File: src/rtl/seg7_display_ctrl.sv
// Multi-digit 7-segment controller: binary value to hex or decimal (double-dabble)
// with optional sign, leading-zero blanking and overflow dashes.
module seg7_display_ctrl #(
  parameter int unsigned NUM_DIGITS = 6,
  parameter int unsigned DATA_W     = 16,
  parameter bit          ACTIVE_LOW = 1'b1
) (
  input  logic                    Clk,
  input  logic                    Reset,
  input  logic                    load,
  input  logic [DATA_W-1:0]       value,
  input  logic                    signed_en,
  input  logic                    dec_mode,
  input  logic                    blank_lz,
  output logic                    busy,
  output logic                    done,
  output logic                    overflow,
  output logic [NUM_DIGITS*8-1:0] seg_out
);

  localparam int unsigned BCD_W = NUM_DIGITS * 4;
  localparam int unsigned EXT_W = (DATA_W > BCD_W) ? DATA_W : BCD_W;
  localparam int unsigned CNT_W = $clog2(DATA_W + 1);
  localparam int unsigned IDX_W = $clog2(NUM_DIGITS + 1);
  localparam int unsigned SEG_W = NUM_DIGITS * 8;

  localparam logic [1:0] S_IDLE   = 2'd0;
  localparam logic [1:0] S_CONV   = 2'd1;
  localparam logic [1:0] S_FORMAT = 2'd2;

  localparam logic [SEG_W-1:0] SEG_OFF  = {SEG_W{ACTIVE_LOW}};
  localparam logic [7:0]       GLYPH_MINUS = 8'h40;

  logic [1:0]        r_state;
  logic [1:0]        w_state_nxt;
  logic              r_neg;
  logic              r_blank;
  logic              r_ovf;
  logic [DATA_W-1:0] r_shift;
  logic [BCD_W-1:0]  r_digits;
  logic [CNT_W-1:0]  r_cnt;

  logic              w_neg;
  logic [DATA_W-1:0] w_mag;
  logic [EXT_W-1:0]  w_mag_ext;
  logic              w_hex_ovf;
  logic [BCD_W-1:0]  w_adj;
  logic [IDX_W-1:0]  w_msd;
  logic [IDX_W-1:0]  w_sign_pos;
  logic              w_fmt_ovf;
  logic [SEG_W-1:0]  w_seg_raw;
  logic [SEG_W-1:0]  w_seg_nxt;

  function automatic logic [7:0] f_glyph(input logic [3:0] d);
    case (d)
      4'h0: f_glyph = 8'h3F;
      4'h1: f_glyph = 8'h06;
      4'h2: f_glyph = 8'h5B;
      4'h3: f_glyph = 8'h4F;
      4'h4: f_glyph = 8'h66;
      4'h5: f_glyph = 8'h6D;
      4'h6: f_glyph = 8'h7D;
      4'h7: f_glyph = 8'h07;
      4'h8: f_glyph = 8'h7F;
      4'h9: f_glyph = 8'h6F;
      4'hA: f_glyph = 8'h77;
      4'hB: f_glyph = 8'h7C;
      4'hC: f_glyph = 8'h39;
      4'hD: f_glyph = 8'h5E;
      4'hE: f_glyph = 8'h79;
      default: f_glyph = 8'h71;
    endcase
  endfunction

  // Magnitude of the incoming value; the most negative number maps onto itself as unsigned.
  always_comb begin
    w_neg     = signed_en & value[DATA_W-1];
    w_mag     = w_neg ? DATA_W'(-value) : value;
    w_mag_ext = EXT_W'(w_mag);
    w_hex_ovf = |(w_mag_ext >> BCD_W);
  end

  always_comb begin
    w_adj = r_digits;
    for (int i = 0; i < int'(NUM_DIGITS); i++) begin
      if (r_digits[i*4 +: 4] >= 4'd5) begin
        w_adj[i*4 +: 4] = r_digits[i*4 +: 4] + 4'd3;
      end
    end
  end

  // Most significant nonzero digit, sign position and final overflow decision.
  always_comb begin
    w_msd = '0;
    for (int i = 0; i < int'(NUM_DIGITS); i++) begin
      if (r_digits[i*4 +: 4] != 4'd0) begin
        w_msd = IDX_W'(i);
      end
    end
    w_sign_pos = r_blank ? IDX_W'(w_msd + 1'b1) : IDX_W'(NUM_DIGITS - 1);
    w_fmt_ovf  = r_ovf;
    if (r_neg) begin
      if (r_blank) begin
        w_fmt_ovf = r_ovf | (w_msd == IDX_W'(NUM_DIGITS - 1));
      end else begin
        w_fmt_ovf = r_ovf | (r_digits[BCD_W-1 -: 4] != 4'd0);
      end
    end
  end

  always_comb begin
    w_seg_raw = '0;
    for (int i = 0; i < int'(NUM_DIGITS); i++) begin
      if (w_fmt_ovf) begin
        w_seg_raw[i*8 +: 8] = GLYPH_MINUS;
      end else if (r_neg && (IDX_W'(i) == w_sign_pos)) begin
        w_seg_raw[i*8 +: 8] = GLYPH_MINUS;
      end else if (r_blank && (IDX_W'(i) > w_msd)) begin
        w_seg_raw[i*8 +: 8] = 8'h00;
      end else begin
        w_seg_raw[i*8 +: 8] = f_glyph(r_digits[i*4 +: 4]);
      end
    end
    w_seg_nxt = ACTIVE_LOW ? ~w_seg_raw : w_seg_raw;
  end

  always_comb begin
    w_state_nxt = r_state;
    case (r_state)
      S_IDLE:   if (load) w_state_nxt = dec_mode ? S_CONV : S_FORMAT;
      S_CONV:   if (r_cnt == CNT_W'(DATA_W - 1)) w_state_nxt = S_FORMAT;
      S_FORMAT: w_state_nxt = S_IDLE;
      default:  w_state_nxt = S_IDLE;
    endcase
  end

  always_ff @(posedge Clk or posedge Reset) begin
    if (Reset) begin
      r_state <= S_IDLE;
    end else begin
      r_state <= w_state_nxt;
    end
  end

  // Capture, shift-add conversion and output registration.
  always_ff @(posedge Clk or posedge Reset) begin
    if (Reset) begin
      r_neg    <= 1'b0;
      r_blank  <= 1'b0;
      r_ovf    <= 1'b0;
      r_shift  <= '0;
      r_digits <= '0;
      r_cnt    <= '0;
      busy     <= 1'b0;
      done     <= 1'b0;
      overflow <= 1'b0;
      seg_out  <= SEG_OFF;
    end else begin
      done <= 1'b0;
      case (r_state)
        S_IDLE: begin
          if (load) begin
            busy    <= 1'b1;
            r_neg   <= w_neg;
            r_blank <= blank_lz;
            r_cnt   <= '0;
            if (dec_mode) begin
              r_shift  <= w_mag;
              r_digits <= '0;
              r_ovf    <= 1'b0;
            end else begin
              r_digits <= BCD_W'(w_mag_ext);
              r_ovf    <= w_hex_ovf;
            end
          end
        end
        S_CONV: begin
          r_digits <= {w_adj[BCD_W-2:0], r_shift[DATA_W-1]};
          r_shift  <= {r_shift[DATA_W-2:0], 1'b0};
          r_ovf    <= r_ovf | w_adj[BCD_W-1];
          r_cnt    <= CNT_W'(r_cnt + 1'b1);
        end
        S_FORMAT: begin
          seg_out  <= w_seg_nxt;
          overflow <= w_fmt_ovf;
          done     <= 1'b1;
          busy     <= 1'b0;
        end
        default: ;
      endcase
    end
  end

endmodule
File: config.mk
export PLATFORM = sky130hd
export DESIGN_NAME = seg7_display_ctrl
export DESIGN_NICKNAME = d
export VERILOG_FILES = /design/src/rtl/seg7_display_ctrl.sv
export SDC_FILE = /design/constraint.sdc
export NUM_CORES = 1
export LEC_CHECK = 0
export ABC_AREA = 1
export ABC_CLOCK_PERIOD_IN_PS = 4100
export CORE_ASPECT_RATIO = 1.75
export CORE_UTILIZATION = 49
export CTS_CLUSTER_SIZE = 8
export DETAILED_ROUTE_END_ITERATION = 10
export GPL_ROUTABILITY_DRIVEN = 0
export HOLD_SLACK_MARGIN = 0.05
export PLACE_DENSITY = 0.71
export SLEW_MARGIN = 25
export SYNTH_ARGS = -nofsm -noshare
export SYNTH_HDL_FRONTEND = slang
export SYNTH_SLANG_ARGS = --single-unit
File: constraint.sdc
create_clock -name Clk -period 4.1 [get_ports Clk]
set_input_delay 0.82 -clock Clk [delete_from_list [all_inputs] [get_ports Clk]]
set_output_delay 0.82 -clock Clk [all_outputs]
set_load 0.05 [all_outputs]
==> metrics.md, run 1 <==
| Metric | Value |
|---|---|
| Main flop type after synthesis | `dfrtp_1` |
| Yosys warns | `0` |
| Layout Cells excl Fill | `between 1000 and 1500` |
| Leak Pwr | `approximately 3.7 nW` |
| CTS resizes | `0` |
| Worst hold start | `seg_out[30]` |
| Final hold vios | `0` |
| Num rows | `56` |
| Fill count | `between 1000 and 1500` |
| Min-delay worst type | `register to register` |
| Critical path launch point type | `input pin` |
| Boundary pin count | `73` |
| Grt met1 use | `27.8%` |
| Post-layout min period | `2.66 ns` |
| Crit path required time | `between 4 and 5 ns` |
| Post-route ant nets | `0` |
| Register clock-pin slew on the reported worst setup and hold paths | `about 0.060 ns` |
| Initial core utilization | `around 51%` |
| Avg WL per Cell | `approximately 15 um` |
| Critical R2R Capture | `seg_out[45]` |
| Asr flop ratio synth | `100%` |
| R2R Path Start | `r_digits[5]` |
| Die footprint | `between 0.01 and 0.015 mm2` |
| PnR worst setup slack | `~1.4 ns` |
| Max-cap check violation count | `0` |
| Avg Cell Area, Syn | `about 7.5 um2` |
| WHS Path Cells | `2` |
| Worst slew pin tran | `0.889 ns` |
| DIE WIDTH | `91.3 um` |
| Vias per inst | `between 5 and 6` |
| Outcome | `finished clean` |
| Worst path bufs/invs | `4` |
| GRT met3 Usage | `2.79%` |
| Setup slack, reg-to-reg | `1.51 ns` |
| # clock sinks | `95` |
| Total power | `slightly above 7 mW` |
| Nets | `~1000` |
| Vias in the first global route | `~6000` |
| Port Buffers | `66` |
| Area Overhead vs Synth | `14.9%` |
| Num CTS Buffers | `9` |
| GRT overflow | `0` |
| Sequential area share after synthesis | `35.6%` |
| Ant diodes | `0` |
| FF+latch count, synth | `95` |
| Latest clock arrival within the worst-skew pair | `between 0.3 and 0.4 ns` |
| DRC errors left | `0` |
| CTS tree | `built` |
| First-pass GRT wire length | `28.6 mm` |
| Iter 0 DRT Violations | `301` |
| TNS Setup | `0 ns` |
| Register area | `around 0.0024 mm2` |
| Initial antenna violation count | `0` |
| Clock Tree Root | `clkbuf_16` |
| Worst Path Max Fanout | `22` |
| # H-tree levels | `3` |
| Element type at the critical path end | `register` |
| Synth cell types | `52` |
| Max Clock Freq | `around 0.38 GHz` |
| Clock skew | `0.00658 ns` |
| Critical Path, Cell by Cell | `clkdlybuf4s50_1, inv_1, nor2_4, nor2_4, inv_2, nand2_2, inv_2, o21ai_0, o22a_1` |
| Maximum vdd drop | `about 0.34 mV` |
| Vias | `between 6000 and 7000` |
| Hold Path End | `seg_out[30]` |
| Post-synth EDFFs | `0` |
| Chip Height | `roughly 160 um` |
| Final setup fails | `0` |
| DPL Wire Length | `around 13 mm` |
| Longest Clk Path Bufs | `2` |
| Largest net degree at the start of global routing | `51` |
| Mapped Cells | `916` |
| Global-route usage over all layers | `approximately 25%` |
| Core ar. | `approximately 0.014 mm2` |
| Worst Setup Path Type | `input pin to register` |
| R2R cell count | `13` |
| DRT Wirelength | `17.1 mm` |
| Routing usage on met2 | `roughly 48%` |
| Slowest-stage cell, CP | `clkdlybuf4s50_1` |
| Hold-fix buffers at CTS | `0` |
| Crit path DAT | `a little under 3 ns` |
| Period utilization | `roughly 65%` |
| PwrDens | `roughly 910 mW/mm2` |
| Post-synthesis cell area | `around 0.007 mm2` |
| Crit path largest cell delay | `roughly 0.50 ns` |
| Layer with the highest usage | `met2` |
| Setup bufs post-CTS | `0` |
| Final Slew Violations | `0` |
| Setup WS pre-CTS | `between 1 and 1.5 ns` |
| RSZ-0062 raised after global routing | `false` |
| Slew HR | `40.8%` |
| Layout cells sized above 1 | `14.3%` |
| Multi-input gate area | `about 0.0037 mm2` |
| Cell family with most CP delay | `buffers and inverters` |
| Iteration count of the initial detailed-routing pass | `5` |
| DP Cell Count | `1127` |
kinds of logic after synthesis:
logic type	synth area share, %
XOR/XNOR	0.769
adder cells (fa/ha/maj)	7.14
AND/OR/NAND/NOR	28.9
other	0.0549
AO/OA/AOI/OAI	17.6
buffers and inverters	10.1
flip-flops	35.6
per-stage QoR:
step	cell area, um2	hold WS, ns	utilization (%)
floorplan	6850	0.449	-
global placement	7560	0.457	55.9
detailed placement	7560	0.457	55.9
CTS	7850	0.468	58.1
global route	7850	0.475	58.1
finish	7850	0.465	58.1
cell usage in the layout, fill, tap and decap left out, drive strengths merged, types with 2 or more instances in the layout:
cell type,n
clkinv,4
a211oi,6
clkbuf,12
clkinvlp,2
nand3,72
ha,39
nand4,11
clkdlybuf4s50,66
nand3b,2
or2,24
o22ai,9
o221ai,2
a21boi,3
nor3,11
dfstp,42
o211ai,4
o32ai,4
a22oi,10
o21ai,79
buf,6
dfrtp,53
xor2,6
inv,117
nor2,93
o31ai,3
conb,6
nand2,194
a31oi,6
a21oi,75
worst max path at each step:
stage	startpoint	to	slack, ns	cells after the start
6_report	load	r_shift[5]	1.44	9
5_1_grt	r_digits[13]	seg_out[44]	1.27	13
4_1_cts	load	r_shift[5]	1.46	9
3_5_place_dp	load	r_shift[5]	1.10	9
3_3_place_gp	load	r_shift[5]	1.16	9
2_1_floorplan	Reset	busy	0.87	1
Yosys cell counts, types with 2 or more instances:
cell | count | area [um2]
nand2_2 | 14 | 87.6
nand4_1 | 10 | 62.6
o221ai_1 | 2 | 17.5
nand3_2 | 3 | 30.0
nor2_8 | 3 | 60.1
o211ai_1 | 4 | 30.0
a21oi_1 | 72 | 360
a31oi_1 | 6 | 37.5
xor2_1 | 6 | 52.6
o31ai_1 | 3 | 22.5
nand3b_1 | 2 | 15.0
or2_2 | 24 | 150
nor2_4 | 7 | 78.8
a21oi_2 | 2 | 17.5
inv_1 | 108 | 405
dfstp_2 | 42 | 1100
nand2_4 | 2 | 22.5
o32ai_1 | 4 | 35.0
ha_1 | 39 | 488
o21ai_1 | 3 | 15.0
o21ai_0 | 76 | 380
nor3_1 | 11 | 55.1
buf_2 | 15 | 75.1
a22oi_1 | 10 | 75.1
dfrtp_1 | 53 | 1330
a21boi_0 | 3 | 22.5
nor2_2 | 4 | 25.0
clkinv_1 | 2 | 7.51
a211oi_1 | 6 | 45.0
inv_2 | 7 | 26.3
buf_4 | 9 | 67.6
nor2_1 | 79 | 297
clkbuf_1 | 9 | 33.8
buf_6 | 4 | 45.0
o22ai_1 | 9 | 56.3
nand3_4 | 5 | 87.6
nand2_1 | 178 | 668
nand3_1 | 64 | 320
buf_1 | 3 | 11.3
sequential cells by signal, summed over array words and instances (netlist names):
| signal | count |
|---|---|
| r_shift | 16 |
| r_digits | 24 |
| overflow | 1 |
| busy | 1 |
| done | 1 |
| seg_out | 42 |
| r_ovf | 1 |
| r_state | 2 |
| r_blank | 1 |
| r_neg | 1 |
| r_cnt | 5 |
worst register-to-register path: cells and delay by family, from the launching register on:
kind | cells | cell delay, ns
and+or+nand+nor | 9 | 1.19
DFF | 1 | 0.43
adders and majority gates | 2 | 0.71
buffers and inverters | 2 | 0.20
cell type report:
class	instances	area share (%)
multi-input cells	667	47.6
repair buffers	72	9.15
inverters	119	5.80
clock inverters	4	0.335
flip-flops and latches	95	30.9
well taps	174	2.77
clock buffers	12	3.41
power by group:
part | internal (mW) | leakage [nW] | switching, mW
Clock | 0.465 | 0.140 | 0.362
Combinational | 1.47 | 2.42 | 2.87
Sequential | 1.52 | 1.09 | 0.453
per-layer routing:
metal  vias to the layer above  part of all wire (%)
li1                       3119                     -
met1                      2891                    40
met2                       142                    54
met3                        33                   2.4
met4                         0                   2.9
met5                         -                     0
(Power assumes the default switching activity.)
==> run 2, diff against run 1 <==
Settings changed: ABC_CLOCK_PERIOD_IN_PS 4100 to 2800.
Clock period 4.1 ns to 2.8 ns, I/O delays scaled along.
==> metrics.md, run 2 (synthesis results as in run 1) <==
| Metric | Value |
|---|---|
| Outcome | `finished clean (unchanged)` |
| Nets | `1035 (was 1025)` |
| # H-tree levels | `3 (unchanged)` |
| Vias per inst | `5.40 (was 5.41)` |
| GRT met3 Usage | `3.51% (was 2.79%)` |
| Hold-fix buffers at CTS | `0 (unchanged)` |
| Worst Path Max Fanout | `7 (was 22)` |
| R2R Path Start | `r_digits[13] (was r_digits[5])` |
| Clock Tree Root | `clkbuf_16 (unchanged)` |
| Element type at the critical path end | `register (unchanged)` |
| Largest net degree at the start of global routing | `40 (was 51)` |
| Post-layout min period | `between 2 and 3 ns` |
| Routing usage on met2 | `48.8% (was 47.8%)` |
| Crit path largest cell delay | `0.42 ns (was 0.50 ns)` |
| Iteration count of the initial detailed-routing pass | `5 (unchanged)` |
| CTS tree | `built (unchanged)` |
| Critical Path, Cell by Cell | `inv_1, ha_1, nand2_1, nor2_2, nand2_2, nand2_2, nand2_4, ha_1, nand2_1, nand3_2, nand3_1, nand2_1, inv_1 (was clkdlybuf4s50_1, inv_1, nor2_4, nor2_4, inv_2, nand2_2, inv_2, o21ai_0, o22a_1)` |
| Core ar. | `0.0135 mm2 (unchanged)` |
| Port Buffers | `66 (unchanged)` |
| Max Clock Freq | `0.398 GHz` |
| Setup WS pre-CTS | `0.316 ns (was 1.10 ns)` |
| Largest Register | `seg_out (unchanged)` |
| Longest Clk Path Bufs | `2 (unchanged)` |
| Min-delay worst type | `register to register (unchanged)` |
| Total power | `10.6 mW (was 7.14 mW)` |
| DPL Wire Length | `13.3 mm (was 13.0 mm)` |
| Vias in the first global route | `6128 (was 5972)` |
| Final Core Density | `58.8% (was 58.1%)` |
| Worst path bufs/invs | `2 (was 4)` |
| First-pass GRT wire length | `28.6 mm (about the same)` |
| # clock sinks | `95 (unchanged)` |
| CTS resizes | `0 (unchanged)` |
| Layer with the highest usage | `met2 (unchanged)` |
| Period utilization | `89.7%` |
| Final Slew Violations | `0 (unchanged)` |
| Num rows | `56 (unchanged)` |
| Final setup fails | `0 (unchanged)` |
| Critical path launch point type | `register (was input pin)` |
| PwrDens | `1330 mW/mm2 (was 909 mW/mm2)` |
| Fill count | `1281 (was 1303)` |
| Boundary pin count | `73 (unchanged)` |
| Final hold vios | `0 (unchanged)` |
| Cell family with most CP delay | `simple AND/OR/NAND/NOR gates (was buffers and inverters)` |
| Worst Setup SP | `r_digits[13] (was load)` |
| Post-route ant nets | `0 (unchanged)` |
| Setup bufs post-CTS | `0 (unchanged)` |
| Num CTS Buffers | `9 (unchanged)` |
| RSZ-0062 raised after global routing | `false (unchanged)` |
| Clock skew | `0.0116 ns (was 0.00658 ns)` |
| Worst Setup Path Type | `register to register (was input pin to register)` |
| Top cell by count, worst path | `nand2_1` |
| DIE WIDTH | `91.3 um (unchanged)` |
| Most common cell after layout, fill and taps aside | `nand2_1 (unchanged)` |
| TNS Setup | `0 ns (unchanged)` |
| Ant diodes | `0 (unchanged)` |
| DRC errors left | `0 (unchanged)` |
| Largest regs | `seg_out (42), r_digits (24), r_shift (16) (unchanged)` |
| Worst slew pin tran | `0.658 ns (was 0.889 ns)` |
| Vias | `6225 (was 6185)` |
| Crit path required time | `3.10 ns (was 4.33 ns)` |
| Die footprint | `0.0144 mm2 (unchanged)` |
| Initial core utilization | `50.5% (unchanged)` |
| Max-cap check violation count | `0 (unchanged)` |
| GRT overflow | `0 (unchanged)` |
| Most frequent cells in the layout | `nand2_1, inv_1, nor2_1 (unchanged)` |
| Layout cells sized above 1 | `15.3% (was 14.3%)` |
| Crit path DAT | `2.81 ns (was 2.90 ns)` |
| Register clock-pin slew on the reported worst setup and hold paths | `0.07 ns (was 0.06 ns)` |
| Grt met1 use | `26.8% (was 27.8%)` |
| Latest clock arrival within the worst-skew pair | `0.35 ns (was 0.34 ns)` |
| Maximum vdd drop | `0.578 mV (was 0.341 mV)` |
| DRT Wirelength | `17.1 mm (about the same)` |
| Chip Height | `158 um (unchanged)` |
| Leak Pwr | `3.71 nW (was 3.65 nW)` |
| Area Overhead vs Synth | `16.3% (was 14.9%)` |
| PnR worst setup slack | `0.289 ns (was 1.44 ns)` |
| Initial antenna violation count | `0 (unchanged)` |
| Max reg flops | `42 (unchanged)` |
| Avg WL per Cell | `14.8 um (was 15.0 um)` |
| Worst hold start | `seg_out[27] (was seg_out[30])` |
| Slowest-stage cell, CP | `dfrtp_1 (was clkdlybuf4s50_1)` |
| Slew HR | `56.0% (was 40.8%)` |
| Global-route usage over all layers | `25.2% (was 25.1%)` |
| Iter 0 DRT Violations | `334 (was 301)` |
## run 2: cell types whose count changed in the layout (fill, tap and decap cells not counted)
cell	previous run	this run
clkbuf_1	1	0
inv_4	2	1
inv_8	0	1
clkbuf_8	1	0
clkinv_4	0	1
buf_4	5	14
buf_12	1	2
clkinv_2	2	1
inv_6	1	3
## run 2: worst min-delay path: stages, from the launching register on
cell     delay, ns
dfstp_2       0.37
nand2_1       0.05
nand2_1       0.05
## run 2: power by group
group	internal (mW)	total, mW	switching, mW
clock	0.669	1.24	0.567
combinational	2.21	6.47	4.26
sequential	2.23	2.86	0.634
total	5.10	10.6	5.46
## run 2: cell type report
cell class / count / area, um2 / area share, %
Timing Repair Buffer: 82 / 806 / 10.1
Multi-Input combinational cell: 667 / 3740 / 47.0
Tap cell: 174 / 218 / 2.74
Clock buffer: 10 / 250 / 3.15
Inverter: 119 / 458 / 5.76
Clock inverter: 6 / 50.0 / 0.630
Sequential cell: 95 / 2430 / 30.6
## run 2: worst paths after layout
path,to,slack [ns],depth (start not counted)
max,seg_out[40],0.29,13
min,seg_out[27],0.47,2
max reg2reg,seg_out[40],0.29,13
min reg2reg,seg_out[27],0.47,2
max in group asynchronous,seg_out[4],1.47,3
min in group asynchronous,done,0.64,2
## run 2: per-layer routing
layer | vias up | wire length [um] | share of wire, %
met4 | 0 | 401 | 2.3
met5 | - | 0 | 0
met1 | 2932 | 6690 | 39
met3 | 21 | 478 | 2.8
met2 | 142 | 9540 | 56
li1 | 3130 | - | -
## run 2: metrics by stage
stage	hold slack, ns	instances	cell area [um2]
floorplan	0.449	921	6860
global placement	0.456	1137	7650
detailed placement	0.460	1137	7650
CTS	0.472	1153	7950
global route	0.484	1153	7950
finish	0.470	1153	7950
==> run 3, diff against run 2 <==
Settings changed: CORE_UTILIZATION 49 to 45, PLACE_DENSITY 0.71 to 0.66.
==> metrics.md, run 3 (synthesis results as in run 1) <==
| Metric | Value |
|---|---|
| Post-route ant nets | `0 (unchanged)` |
| Critical Path, Cell by Cell | `inv_1, ha_1, nand2_2, nor2_4, nand2_1, nand2_2, nand2_2, nand2_4, ha_1, inv_1, nand2_2, nand3_4, nor2_8, nand3_4, nand2_1, nand2_1, nand2_1 (was inv_1, ha_1, nand2_1, nor2_2, nand2_2, nand2_2, nand2_4, ha_1, nand2_1, nand3_2, nand3_1, nand2_1, inv_1)` |
| Logic gate share of total power | `61.5% (was 61.2%)` |
| GRT overflow | `0 (unchanged)` |
| Sw frac | `51.9% (was 51.7%)` |
| DRC errors left | `0 (unchanged)` |
| Avg WL per Cell | `14.8 um (about the same)` |
| Setup slack, reg-to-reg | `0.31 ns (was 0.29 ns)` |
| Num CTS Buffers | `9 (unchanged)` |
| Maximum vdd drop | `0.525 mV (was 0.578 mV)` |
| PwrDens | `1330 mW/mm2 (about the same)` |
| CTS resizes | `0 (unchanged)` |
| Worst slew pin tran | `0.607 ns (was 0.658 ns)` |
| RSZ-0062 raised after global routing | `false (unchanged)` |
| Register area | `0.00243 mm2 (unchanged)` |
| Largest regs | `seg_out (42), r_digits (24), r_shift (16) (unchanged)` |
| Seq pwr share | `27.2% (was 27.1%)` |
| DIE WIDTH | `95.2 um (was 91.3 um)` |
| # clock sinks | `95 (unchanged)` |
| Worst Path Max Fanout | `7 (unchanged)` |
| Cell family with most CP delay | `simple AND/OR/NAND/NOR gates (unchanged)` |
| Outcome | `finished clean (unchanged)` |
| DRT Wirelength | `17.2 mm (was 17.1 mm)` |
| Num rows | `59 (was 56)` |
| Most frequent cells in the layout | `nand2_1, inv_1, nor2_1 (unchanged)` |
| Vias per inst | `5.39 (was 5.40)` |
| Vias | `6256 (was 6225)` |
| Initial core utilization | `46.1% (was 50.5%)` |
| Max-cap check violation count | `0 (unchanged)` |
| DPL Wire Length | `13.2 mm (was 13.3 mm)` |
| Setup bufs post-CTS | `0 (unchanged)` |
| TNS Setup | `0 ns (unchanged)` |
| Port Buffers | `66 (unchanged)` |
| Global-route usage over all layers | `23.6% (was 25.2%)` |
| Period utilization | `88.9% (was 89.7%)` |
| Largest Register | `seg_out (unchanged)` |
| Largest net degree at the start of global routing | `96 (was 40)` |
| Most common cell after layout, fill and taps aside | `nand2_1 (unchanged)` |
| Die footprint | `0.0157 mm2 (was 0.0144 mm2)` |
| Final setup fails | `0 (unchanged)` |
| Worst path bufs/invs | `2 (unchanged)` |
| First-pass GRT wire length | `28.8 mm (was 28.6 mm)` |
| Nets | `1034 (was 1035)` |
| Clock share of power | `11.3% (was 11.7%)` |
| Pint | `5.07 mW (was 5.10 mW)` |
| Final hold vios | `0 (unchanged)` |
| # H-tree levels | `3 (unchanged)` |
| Layout cells sized above 1 | `15.3% (about the same)` |
| Crit path DAT | `2.78 ns (was 2.81 ns)` |
| Chip Height | `165 um (was 158 um)` |
| Area Overhead vs Synth | `15.9% (was 16.3%)` |
| Max Clock Freq | `0.402 GHz (was 0.398 GHz)` |
| Register clock-pin slew on the reported worst setup and hold paths | `0.07 ns (about the same)` |
| Core ar. | `0.0148 mm2 (was 0.0135 mm2)` |
| Latest clock arrival within the worst-skew pair | `0.35 ns (about the same)` |
| Boundary pin count | `73 (unchanged)` |
| Leak Pwr | `3.69 nW (was 3.71 nW)` |
| Crit path largest cell delay | `0.43 ns (was 0.42 ns)` |
| Clock skew | `0.00866 ns (was 0.0116 ns)` |
| CTS tree | `built (unchanged)` |
| P_sw | `5.46 mW (about the same)` |
| Iter 0 DRT Violations | `299 (was 334)` |
| Hold-fix buffers at CTS | `0 (unchanged)` |
| Multi-input gate area | `0.00374 mm2 (about the same)` |
| Max reg flops | `42 (unchanged)` |
| Vias in the first global route | `5990 (was 6128)` |
| Element type at the critical path end | `register (unchanged)` |
| Initial antenna violation count | `0 (unchanged)` |
| Longest Clk Path Bufs | `2 (unchanged)` |
| Iteration count of the initial detailed-routing pass | `5 (unchanged)` |
| Clock Tree Root | `clkbuf_16 (unchanged)` |
| Min-delay worst type | `register to register (unchanged)` |
| Ant diodes | `0 (unchanged)` |
| Critical path launch point type | `register (unchanged)` |
| Worst Setup Path Type | `register to register (unchanged)` |
| Fill count | `1472 (was 1281)` |
| Slowest-stage cell, CP | `dfrtp_1 (unchanged)` |
| Post-layout min period | `2.49 ns (was 2.51 ns)` |
| Crit path required time | `3.09 ns (was 3.10 ns)` |
| Final Core Density | `53.4% (was 58.8%)` |
| Final Slew Violations | `0 (unchanged)` |
| Slew HR | `59.5% (was 56.0%)` |
## run 3: stage by stage
stage	instances	setup slack (ns)	hold slack, ns	total power, mW	instance area, um2
global route	1161	0.0686	0.481	11.4	7920
finish	1161	0.312	0.466	10.5	7920
global placement	1145	0.295	0.455	9.26	7640
CTS	1161	0.256	0.468	10.5	7920
floorplan	921	0.598	0.449	7.71	6860
detailed placement	1145	0.276	0.457	9.32	7640
## run 3: cell type report
| class | count | share of cell area, % |
|---|---|---|
| clock inverter | 6 | 0.553 |
| sequential | 95 | 30.7 |
| clock buffer | 10 | 3.02 |
| inverter | 119 | 5.78 |
| tap | 183 | 2.89 |
| multi-input combinational | 667 | 47.2 |
| timing repair buffer | 81 | 9.92 |
## run 3: worst reg2reg max path: cells and delay by family, from the launching register on
| family | cells | cell delay, ns |
|---|---|---|
| AND/OR/NAND/NOR | 13 | 1.36 |
| flip-flops | 1 | 0.43 |
| adder cells (fa/ha/maj) | 2 | 0.40 |
| buffers and inverters | 2 | 0.26 |
## run 3: path summary, 6_finish.rpt
| check | start | to | cells past startpoint |
|---|---|---|---|
| min in group asynchronous | Reset | done | 3 |
| max | r_digits[8] | seg_out[28] | 17 |
| max in group asynchronous | Reset | seg_out[26] | 3 |
| min reg2reg | seg_out[28] | seg_out[28] | 2 |
| max reg2reg | r_digits[8] | seg_out[28] | 17 |
| min | seg_out[28] | seg_out[28] | 2 |
## run 3: power groups by stage
| stage | sequential, mW | combinational (mW) | clock (mW) |
|---|---|---|---|
| 2_1_floorplan | 3.78 | 3.93 | 0 |
| 3_3_place_gp | 2.87 | 6.39 | 0 |
| 3_5_place_dp | 2.88 | 6.44 | 0 |
| 4_1_cts | 2.86 | 6.48 | 1.21 |
| 5_1_grt | 2.96 | 7.17 | 1.26 |
| 6_report | 2.86 | 6.47 | 1.19 |
## run 3: routing by layer
metal	wire (um)	GRT usage, %	share of wire [%]	up-vias
li1	-	-	-	3130
met1	6790	26.2	40	2927
met2	9300	44.0	54	159
met3	490	2.81	2.9	40
met4	589	9.78	3.4	0
met5	0	0	0	-
